**src/rtl/stepper_pkg.sv**
```systemverilog
// Shared types and defaults for the step/dir decoder slice.
// Holds the decoder FSM state encoding, the default timing constants
// and the default position/period width typedefs.
package stepper_pkg;

  localparam int DEF_POS_W        = 24;
  localparam int DEF_PER_W        = 20;
  localparam int DEF_STALL_CYCLES = 1000000;  // 20 ms at 50 MHz
  localparam int DEF_MIN_PERIOD   = 25;       // 2 MHz maximum step rate
  localparam int GLITCH_CYCLES    = 3;        // step high time needed by the filter

  typedef enum logic [1:0] {
    IDLE    = 2'd0,
    MOVING  = 2'd1,
    STALLED = 2'd2
  } dec_state_t;

  typedef logic signed [DEF_POS_W-1:0] pos_t;
  typedef logic        [DEF_PER_W-1:0] per_t;

endpackage

```
**src/rtl/step_dir_decoder_if.sv**
```systemverilog
// Bundle of the step/dir pins, decoder controls and the supervision outputs.
// master: the side driving the pins/controls; slave: the decoder itself.
interface step_dir_decoder_if
  import stepper_pkg::*;
#(
  parameter int POS_W = DEF_POS_W,
  parameter int PER_W = DEF_PER_W
);

  logic                    step_in;
  logic                    dir_in;
  logic                    enable;
  logic                    clear_pos;
  logic signed [POS_W-1:0] pos;
  logic                    pos_valid;
  logic        [PER_W-1:0] period;
  logic                    period_valid;
  logic                    moving;
  logic                    stalled;
  logic                    step_err;
  logic                    sat;

  modport master (
    output step_in, dir_in, enable, clear_pos,
    input  pos, pos_valid, period, period_valid, moving, stalled, step_err, sat
  );

  modport slave (
    input  step_in, dir_in, enable, clear_pos,
    output pos, pos_valid, period, period_valid, moving, stalled, step_err, sat
  );

endinterface

```
**src/rtl/step_edge_sync.sv**
```systemverilog
// Step/dir input conditioning: 2-flop synchronisers, rising-edge detect on
// step and a direction bit aligned to the resulting event.
// Optional macro STEP_GLITCH_FILTER_EN: an event needs the synchronised step
// to be high for GLITCH_CYCLES consecutive clocks (dir delayed to match).
module step_edge_sync
  import stepper_pkg::*;
(
  input  logic clk,
  input  logic rst,
  input  logic step_in,
  input  logic dir_in,
  output logic step_evt,
  output logic dir_evt
);

  logic step_s1, step_s2;
  logic dir_s1, dir_s2;

  // Metastability synchronisers for both pins, same depth so dir tracks step
  always_ff @(posedge clk or posedge rst) begin
    if (rst) begin
      step_s1 <= 1'b0;
      step_s2 <= 1'b0;
      dir_s1  <= 1'b0;
      dir_s2  <= 1'b0;
    end else begin
      step_s1 <= step_in;
      step_s2 <= step_s1;
      dir_s1  <= dir_in;
      dir_s2  <= dir_s1;
    end
  end

`ifdef STEP_GLITCH_FILTER_EN
  logic [1:0] high_cnt;
  logic       dir_s3, dir_s4;

  // Count consecutive high cycles (saturating past the threshold so a long
  // pulse fires once) and delay dir by the two extra cycles of filter latency
  always_ff @(posedge clk or posedge rst) begin
    if (rst) begin
      high_cnt <= 2'd0;
      dir_s3   <= 1'b0;
      dir_s4   <= 1'b0;
    end else begin
      dir_s3 <= dir_s2;
      dir_s4 <= dir_s3;
      if (!step_s2)
        high_cnt <= 2'd0;
      else if (high_cnt != 2'(GLITCH_CYCLES))
        high_cnt <= high_cnt + 2'd1;
    end
  end

  assign step_evt = step_s2 && (high_cnt == 2'(GLITCH_CYCLES - 1));
  assign dir_evt  = dir_s4;
`else
  logic step_d;

  // Previous synchronised step level for rising-edge detection
  always_ff @(posedge clk or posedge rst) begin
    if (rst)
      step_d <= 1'b0;
    else
      step_d <= step_s2;
  end

  assign step_evt = step_s2 & ~step_d;
  assign dir_evt  = dir_s2;
`endif

endmodule

```
**src/rtl/step_dir_decoder.sv**
```systemverilog
// Step/dir receiver: turns synchronised step events into a signed absolute
// position, measures the step period and flags overspeed, stall and
// position saturation. Build option STEP_GLITCH_FILTER_EN adds a
// minimum-width filter on step (see step_edge_sync).
module step_dir_decoder
  import stepper_pkg::*;
#(
  parameter int POS_W        = DEF_POS_W,
  parameter int PER_W        = DEF_PER_W,
  parameter int STALL_CYCLES = DEF_STALL_CYCLES,
  parameter int MIN_PERIOD   = DEF_MIN_PERIOD
)(
  input logic              clk,
  input logic              rst,
  step_dir_decoder_if.slave bus
);

  localparam logic signed [POS_W-1:0] POS_MAX = {1'b0, {(POS_W-1){1'b1}}};
  localparam logic signed [POS_W-1:0] POS_MIN = {1'b1, {(POS_W-1){1'b0}}};
  localparam logic signed [POS_W-1:0] POS_ONE = {{(POS_W-1){1'b0}}, 1'b1};
  localparam logic        [PER_W-1:0] PER_ONE = {{(PER_W-1){1'b0}}, 1'b1};
  localparam logic        [PER_W-1:0] MIN_PER_C = PER_W'(MIN_PERIOD);
  localparam logic        [PER_W-1:0] STALL_C   = PER_W'(STALL_CYCLES);

  logic step_evt, dir_evt;

  dec_state_t              state;
  logic signed [POS_W-1:0] pos_r;
  logic                    pos_valid_r;
  logic        [PER_W-1:0] period_r;
  logic                    period_valid_r;
  logic        [PER_W-1:0] timer_r;
  logic                    moving_r, stalled_r, err_r, sat_r;

  // True when a step in direction up would leave the representable range
  function automatic logic pos_at_limit(input logic signed [POS_W-1:0] p,
                                        input logic up);
    return up ? (p == POS_MAX) : (p == POS_MIN);
  endfunction

  // One step in the given direction, holding at the range ends
  function automatic logic signed [POS_W-1:0] pos_sat_step(
      input logic signed [POS_W-1:0] p, input logic up);
    if (pos_at_limit(p, up))
      return p;
    return up ? p + POS_ONE : p - POS_ONE;
  endfunction

  // Free-running interval timer that sticks at all-ones instead of wrapping
  function automatic logic [PER_W-1:0] timer_inc(input logic [PER_W-1:0] t);
    return (&t) ? t : t + PER_ONE;
  endfunction

  step_edge_sync u_sync (
    .clk      (clk),
    .rst      (rst),
    .step_in  (bus.step_in),
    .dir_in   (bus.dir_in),
    .step_evt (step_evt),
    .dir_evt  (dir_evt)
  );

  // Decoder FSM with position, period, timer and sticky flags all registered
  always_ff @(posedge clk or posedge rst) begin
    if (rst) begin
      state          <= IDLE;
      pos_r          <= '0;
      pos_valid_r    <= 1'b0;
      period_r       <= '0;
      period_valid_r <= 1'b0;
      timer_r        <= '0;
      moving_r       <= 1'b0;
      stalled_r      <= 1'b0;
      err_r          <= 1'b0;
      sat_r          <= 1'b0;
    end else begin
      pos_valid_r    <= 1'b0;
      period_valid_r <= 1'b0;
      timer_r        <= timer_inc(timer_r);

      if (!bus.enable) begin
        // Disabled: steps ignored, FSM parked, measurements held
        state     <= IDLE;
        moving_r  <= 1'b0;
        stalled_r <= 1'b0;
      end else if (step_evt) begin
        timer_r <= PER_ONE;
        // Only a MOVING-to-MOVING interval is a meaningful period
        if (state == MOVING) begin
          period_r       <= timer_r;
          period_valid_r <= 1'b1;
        end
        state     <= MOVING;
        moving_r  <= 1'b1;
        stalled_r <= 1'b0;
        // A same-cycle clear swallows the position update
        if (!bus.clear_pos) begin
          pos_valid_r <= 1'b1;
          pos_r       <= pos_sat_step(pos_r, dir_evt);
          if (pos_at_limit(pos_r, dir_evt))
            sat_r <= 1'b1;
          if ((state == MOVING) && (timer_r < MIN_PER_C))
            err_r <= 1'b1;
        end
      end else if ((state == MOVING) && (timer_r >= STALL_C)) begin
        state     <= STALLED;
        moving_r  <= 1'b0;
        stalled_r <= 1'b1;
      end

      if (bus.clear_pos) begin
        pos_r <= '0;
        sat_r <= 1'b0;
        err_r <= 1'b0;
      end
    end
  end

  assign bus.pos          = pos_r;
  assign bus.pos_valid    = pos_valid_r;
  assign bus.period       = period_r;
  assign bus.period_valid = period_valid_r;
  assign bus.moving       = moving_r;
  assign bus.stalled      = stalled_r;
  assign bus.step_err     = err_r;
  assign bus.sat          = sat_r;

endmodule

```
**src/flat_wrapper.sv**
```systemverilog
// flat-port wrapper written by rule: the top's interface ports become plain ports
module step_dir_decoder_flat import stepper_pkg::*;
#(
  parameter int POS_W        = DEF_POS_W,
  parameter int PER_W        = DEF_PER_W,
  parameter int STALL_CYCLES = DEF_STALL_CYCLES,
  parameter int MIN_PERIOD   = DEF_MIN_PERIOD
)
  (clk, rst, bus_step_in, bus_dir_in, bus_enable, bus_clear_pos, bus_pos, bus_pos_valid, bus_period, bus_period_valid, bus_moving, bus_stalled, bus_step_err, bus_sat);
  step_dir_decoder_if #(.POS_W(POS_W), .PER_W(PER_W)) bus_i ();
  input logic clk;
  input logic rst;
  input wire logic [$bits(bus_i.step_in)-1:0] bus_step_in;
  input wire logic [$bits(bus_i.dir_in)-1:0] bus_dir_in;
  input wire logic [$bits(bus_i.enable)-1:0] bus_enable;
  input wire logic [$bits(bus_i.clear_pos)-1:0] bus_clear_pos;
  output wire logic [$bits(bus_i.pos)-1:0] bus_pos;
  output wire logic [$bits(bus_i.pos_valid)-1:0] bus_pos_valid;
  output wire logic [$bits(bus_i.period)-1:0] bus_period;
  output wire logic [$bits(bus_i.period_valid)-1:0] bus_period_valid;
  output wire logic [$bits(bus_i.moving)-1:0] bus_moving;
  output wire logic [$bits(bus_i.stalled)-1:0] bus_stalled;
  output wire logic [$bits(bus_i.step_err)-1:0] bus_step_err;
  output wire logic [$bits(bus_i.sat)-1:0] bus_sat;
  assign bus_i.step_in = bus_step_in;
  assign bus_i.dir_in = bus_dir_in;
  assign bus_i.enable = bus_enable;
  assign bus_i.clear_pos = bus_clear_pos;
  assign bus_pos = bus_i.pos;
  assign bus_pos_valid = bus_i.pos_valid;
  assign bus_period = bus_i.period;
  assign bus_period_valid = bus_i.period_valid;
  assign bus_moving = bus_i.moving;
  assign bus_stalled = bus_i.stalled;
  assign bus_step_err = bus_i.step_err;
  assign bus_sat = bus_i.sat;
  step_dir_decoder #(.POS_W(POS_W), .PER_W(PER_W), .STALL_CYCLES(STALL_CYCLES), .MIN_PERIOD(MIN_PERIOD)) u_core (.clk(clk), .rst(rst), .bus(bus_i));
endmodule
```
**config.mk**
```make
export PLATFORM = sky130hd
export DESIGN_NAME = step_dir_decoder_flat
export DESIGN_NICKNAME = d
export VERILOG_FILES = /design/src/rtl/stepper_pkg.sv /design/src/rtl/step_dir_decoder_if.sv /design/src/rtl/step_edge_sync.sv /design/src/rtl/step_dir_decoder.sv /design/src/flat_wrapper.sv
export SDC_FILE = /design/constraint.sdc
export NUM_CORES = 1
export LEC_CHECK = 0
export CAP_MARGIN = 30
export CORE_AREA = 2 2 93 95
export DETAILED_ROUTE_END_ITERATION = 8
export DIE_AREA = 0 0 95 97
export DONT_BUFFER_PORTS = 1
export PLACE_DENSITY = 0.68
export SKIP_CTS_REPAIR_TIMING = 1
export SLEW_MARGIN = 20
export SYNTH_ARGS = -nofsm -noshare
export SYNTH_HDL_FRONTEND = slang
export SYNTH_SLANG_ARGS = --single-unit
export TNS_END_PERCENT = 100
```
**constraint.sdc**
```tcl
create_clock -name clk -period 7.7 [get_ports clk]
set_input_delay 1.54 -clock clk [delete_from_list [all_inputs] [get_ports clk]]
set_output_delay 1.54 -clock clk [all_outputs]
set_load 0.1 [all_outputs]
```
## Word-level counts from Yosys, hierarchy flattened

Index checks and enable logic that the tools add are counted.

- Reductions and logical operators: 11
- Add/subtract/negate cells: 3
- Order comparisons: 2
- Equal/unequal tests: 5
- Bitwise operators: 2
- Mux-type cells: 36

Operator list:

| kind | number |
|---|---|
| 2-to-1 mux 24 bit | 5 |
| 2-to-1 mux 20 bit | 3 |
| equality test 24 bit, second input constant | 2 |
| 2-to-1 mux 1 bit | 25 |
| adder 24 x 2 -> 24 bit, second input constant | 1 |
| subtractor 24 x 2 -> 24 bit, second input constant | 1 |
| adder 20 x 1 -> 20 bit, second input constant | 1 |
| greater-or-equal comparator 20 bit, second input constant | 1 |
| < comparator 20 x 5 -> 1 bit, second input constant | 1 |
| AND reduction 20 bit | 1 |
| AND reduction 3 bit | 4 |
| nonzero test 2 bit | 4 |
| 2-to-1 mux 2 bit | 3 |
| != test 3 x 1 -> 1 bit, second input constant | 1 |
| != test 3 bit, second input constant | 1 |
| equality test 2 x 1 -> 1 bit, second input constant | 1 |
| logical AND 1 bit | 2 |
| AND 1 bit | 1 |
| NOT 1 bit | 1 |

- Input port bits: 6
- Output and inout bits: 50
- Flip-flop bits (word level): 77

## Depth between registers and ports, before layout

- Word-level depth: 10
- Gate-level depth with buffers: 11
- Mapped depth without buffers: 10

## Cells and area by module

Synthesis repeated with hierarchy kept, for this count alone.

- Cells, all modules: 495
- Area total of the unflattened synthesis: 4385.5 um^2

Modules (own cells, without submodules):

| module | cells each | times used | sequential area each (um^2) | area an instance (um^2) |
|---|---|---|---|---|
| step_dir_decoder | 488 | 1 | 1751.7 | 4242.8 |
| step_edge_sync | 7 | 1 | 125.1 | 142.6 |

## Worst setup path before layout

OpenSTA, ideal clock, no wires.

- Path kind: flip-flop to flip-flop
- Start point: reg u_core.pos_r[0] (netlist: u_core.bus.pos[0])
- End point: reg u_core.pos_r[18] (netlist: u_core.bus.pos[18])
- Slack: 4532 ps
- Clock period less this slack: 3168 ps
- Path buffers: 0
- Data arrival time: 3101 ps
- Stages on the path, launching flop included: 11
- Library setup time: 67 ps
- Cell sequence: dfrtp_1 -> inv_1 -> fa_1 -> nor2b_1 -> o211ai_1 -> a21boi_1 -> o21ai_1 -> a31oi_1 -> nand3_1 -> a2111oi_0 -> a311o_1

- Word-level cells in the longest chain between the ends: 8

RTL lines:

| item | line | text |
|---|---|---|
| start, declared | step_dir_decoder.sv:28 | `logic signed [POS_W-1:0] pos_r;` |
| start signal, assigned | step_dir_decoder.sv:99 | `pos_r <= pos_sat_step(pos_r, dir_evt);` |
| parallel branches: the longest is 8 deep, another holds subtractor 24 x 2 -> 24 bit | n/a |  |

Several ways; the timed one is not identified. The select of a mux whose other input is x is not followed.
A chain may end at the register's enable or synchronous reset.

## Final worst setup path

- Start point: reg u_core.pos_r[1] (netlist: u_core.bus.pos[1])
- End point: reg u_core.pos_r[18] (netlist: u_core.bus.pos[18])

Same word-level chain as after synthesis.

==> results_dict.tcl <==
set metrics [dict create \
    outcome "complete, no violations" \
    drive_gt1_share_pct 11.59 \
    clock_tree.root_cell "clkbuf_8" \
    r2r-start "u_core.bus.pos[1]" \
    cap_violations 0 \
    dr.pass1.iters 4 \
    clock_path_buffers 2 \
    fin_crit_sh_pct 46.26 \
    routed_wirelength_mm 9.512 \
    cp-startpoint "u_core.bus.pos[1]" \
    period_minus_slack_ns 3.562 \
    timing.setup.tns_ns 0 \
    antenna_cells 0 \
    endpoint_kind "flip-flop" \
    ant_nets 0 \
    path_buf_inv 1 \
    hold_class "reg2reg" \
    place_hpwl_mm 6.591 \
    slew_viol_final 0 \
    ys_seq_area_share_pct 43.03 \
    path_cells "inv_1 > fa_1 > nor2b_1 > o211ai_1 > a21boi_1 > o21ai_1 > a31oi_1 > nand3_1 > a2111oi_0 > a311o_1" \
    die_y_um 97 \
    cp_data_arrival_time_ns 3.87 \
    critPathMaxStageDelay_ns 1.00 \
    gp_congestion 0.8940 \
    ys_warn_count 0 \
    ff2ff_path_depth 10 \
    setup_violations 0 \
    async_flop_share_pct 100.0 \
    die_w_um 95 \
    postLayoutCoreUtil_pct 58.36 \
    netlist_instances 460 \
    fin_worst_skew_ns 0.009856 \
    synth_area_per_cell_um2 9.482 \
    slew_headroom_pct 32.71 \
    routed_via_density 5.900 \
    synth.net_count 492 \
    final_area_mm2 0.004747 \
    drc 0 \
    port_buffers 0 \
    cts_max_level 3 \
    rsz0062_at_grt "false" \
    ys_types 56 \
    worstMarginPinSlew_ns 1.009 \
    first_iter_violations 120 \
    cts_buffers 9 \
    core.rowCount 33 \
    overflow 0 \
    p_leak_uw 0.002194 \
    num_vias 3369 \
    finalNetCount 493 \
    slowest_stage "dfrtp_1" \
    crit_path_start_kind "flip-flop" \
    largest_reg_flops 24 \
    place_ws_ns 4.077 \
    grt_pass1_wl_mm 16.04 \
    min_from "u_core.u_sync.step_s1" \
    grt_pass1_vias 3321 \
    power_density_mw_per_mm2 234.4 \
    holdPathStages 0 \
    antenna_found_initial 0 \
    track_usage_pct 21.96 \
    clock_latency_ns 0.36 \
    area_delta_synth_final_pct 8.835 \
    clock_sinks 75 \
    place_area_mm2 0.004458 \
    max_freq_mhz 280.7 \
    post_drt_wl_per_cell_um 16.66 \
    ys.flop_type "dfrtp_1" \
    synth_area_mm2 0.004362 \
    cts_tree "built" \
    start_util_pct 53.62 \
    crit_required_ns 8.00 \
    cp_top_family "compound AO/OA/AOI/OAI gates" \
    vdd_drop_max_v 0.0001927 \
    critPathKind "reg2reg" \
    setup_ws_ns 4.138 \
    ys_seq_elements 75 \
    reg2reg_to "u_core.bus.pos[18]" \
    grt_max_degree 76 \
    fillers 704 \
    synth_edf_count 0 \
    path_max_fanout 4 \
    min_to "u_core.u_sync.step_s2" \
    design.portCount 56 \
    die-area_mm2 0.009215 \
    rrSetupSlack_ns 4.14 \
    finalHoldViolCount 0 \
    coreArea_mm2 0.008134 \
    clk_pin_slew_ns 0.09 \
]
[area by class of cell]
type / count / area, um2 / area share [%]
Clock buffer: 9 / 123.9 / 2.609
Clock inverter: 7 / 98.84 / 2.082
Inverter: 16 / 60.06 / 1.265
Multi-Input combinational cell: 352 / 2352 / 49.55
Sequential cell: 75 / 1877 / 39.54
Tap cell: 105 / 131.4 / 2.768
Timing Repair Buffer: 7 / 103.9 / 2.188
[cell usage after synthesis (all sizes together) (2+ instances only)]
library cell | instances | area, um2
or4 | 4 | 30.03
xor2 | 12 | 105.1
a211o | 2 | 17.52
xnor2 | 18 | 157.7
inv | 16 | 60.06
o211ai | 4 | 43.79
buf | 4 | 22.52
nor3b | 6 | 45.04
nand2b | 5 | 31.28
mux2i | 2 | 20.02
or3 | 2 | 12.51
a2111oi | 2 | 17.52
o21a | 2 | 16.27
nand4 | 7 | 43.79
nor4b | 2 | 17.52
o31ai | 3 | 22.52
dfrtp | 75 | 1877
mux2 | 21 | 236.5
nand2 | 52 | 195.2
ha | 25 | 312.8
nand3 | 23 | 120.1
nand3b | 6 | 45.04
a211oi | 3 | 22.52
nor3 | 7 | 35.03
o21ai | 16 | 83.83
nor2 | 47 | 178.9
nand4b | 2 | 17.52
a21o | 5 | 37.54
nor4 | 4 | 25.02
a31oi | 7 | 43.79
clkbuf | 13 | 52.55
or2 | 2 | 12.51
and2 | 2 | 13.77
a21oi | 43 | 215.2
nor2b | 5 | 31.28
[power breakdown]
group,switching (uW),internal [uW]
clock network,164,185
logic,84.9,63.7
registers,192,423
[metrics by stage]
stage,total power [uW],cells,hold slack [ns]
after global routing,1164,571,0.3779
after global placement,764.4,551,0.3317
after detailed placement,769.1,552,0.3490
final,1113,571,0.3630
after floorplan,737.5,460,0.3312
after CTS,1114,568,0.3678
[how the worst max path moves through the flow]
stage / endpoint / slack (ns) / depth (start not counted)
3_3_place_gp: u_core.bus.pos[18] / 4.21 / 10
6_report: u_core.bus.pos[18] / 4.14 / 10
3_5_place_dp: u_core.bus.pos[18] / 4.08 / 10
2_1_floorplan: u_core.bus.moving / 4.25 / 1
4_1_cts: u_core.bus.pos[18] / 4.07 / 10
5_1_grt: u_core.bus.pos[18] / 3.77 / 10
[layout by cell type (no fill, tap or decap), drive strengths merged, types with 2 or more instances in the layout]
master   instances
nand2           52
mux2            21
ha              25
nand3b           6
nand4b           2
o211ai           4
xnor2           18
nor3             7
or3              2
a211o            2
clkbuf           9
o21a             2
nor4b            2
o21ai           16
a2111oi          2
buf              7
clkinv           2
nand3           23
mux2i            2
a21oi           43
o31ai            3
a31oi            7
nor3b            6
dfrtp           75
nor2b            5
nand4            7
nor4             4
or2              2
a21o             5
or4              4
xor2            12
nor2            47
a211oi           3
and2             2
bufinv           2
nand2b           5
inv             18
[layer usage]
layer	track usage, %	wire, um
met2	36.50	4749
met5	0	0
met4	8.250	231
met1	27.63	4099
met3	4.984	431
[kinds of logic after synthesis]
group | after synthesis | synth area share, %
AOI/OAI and AO/OA | 96 | 14.60
and+or+nand+nor | 177 | 19.74
xor gates and xnor gates | 30 | 6.024
DFF | 75 | 43.03
adders and majority gates | 26 | 7.631
muxes | 23 | 5.881
buffers and inverters | 33 | 3.098
Note: power is estimated with default switching activity, not from simulation.
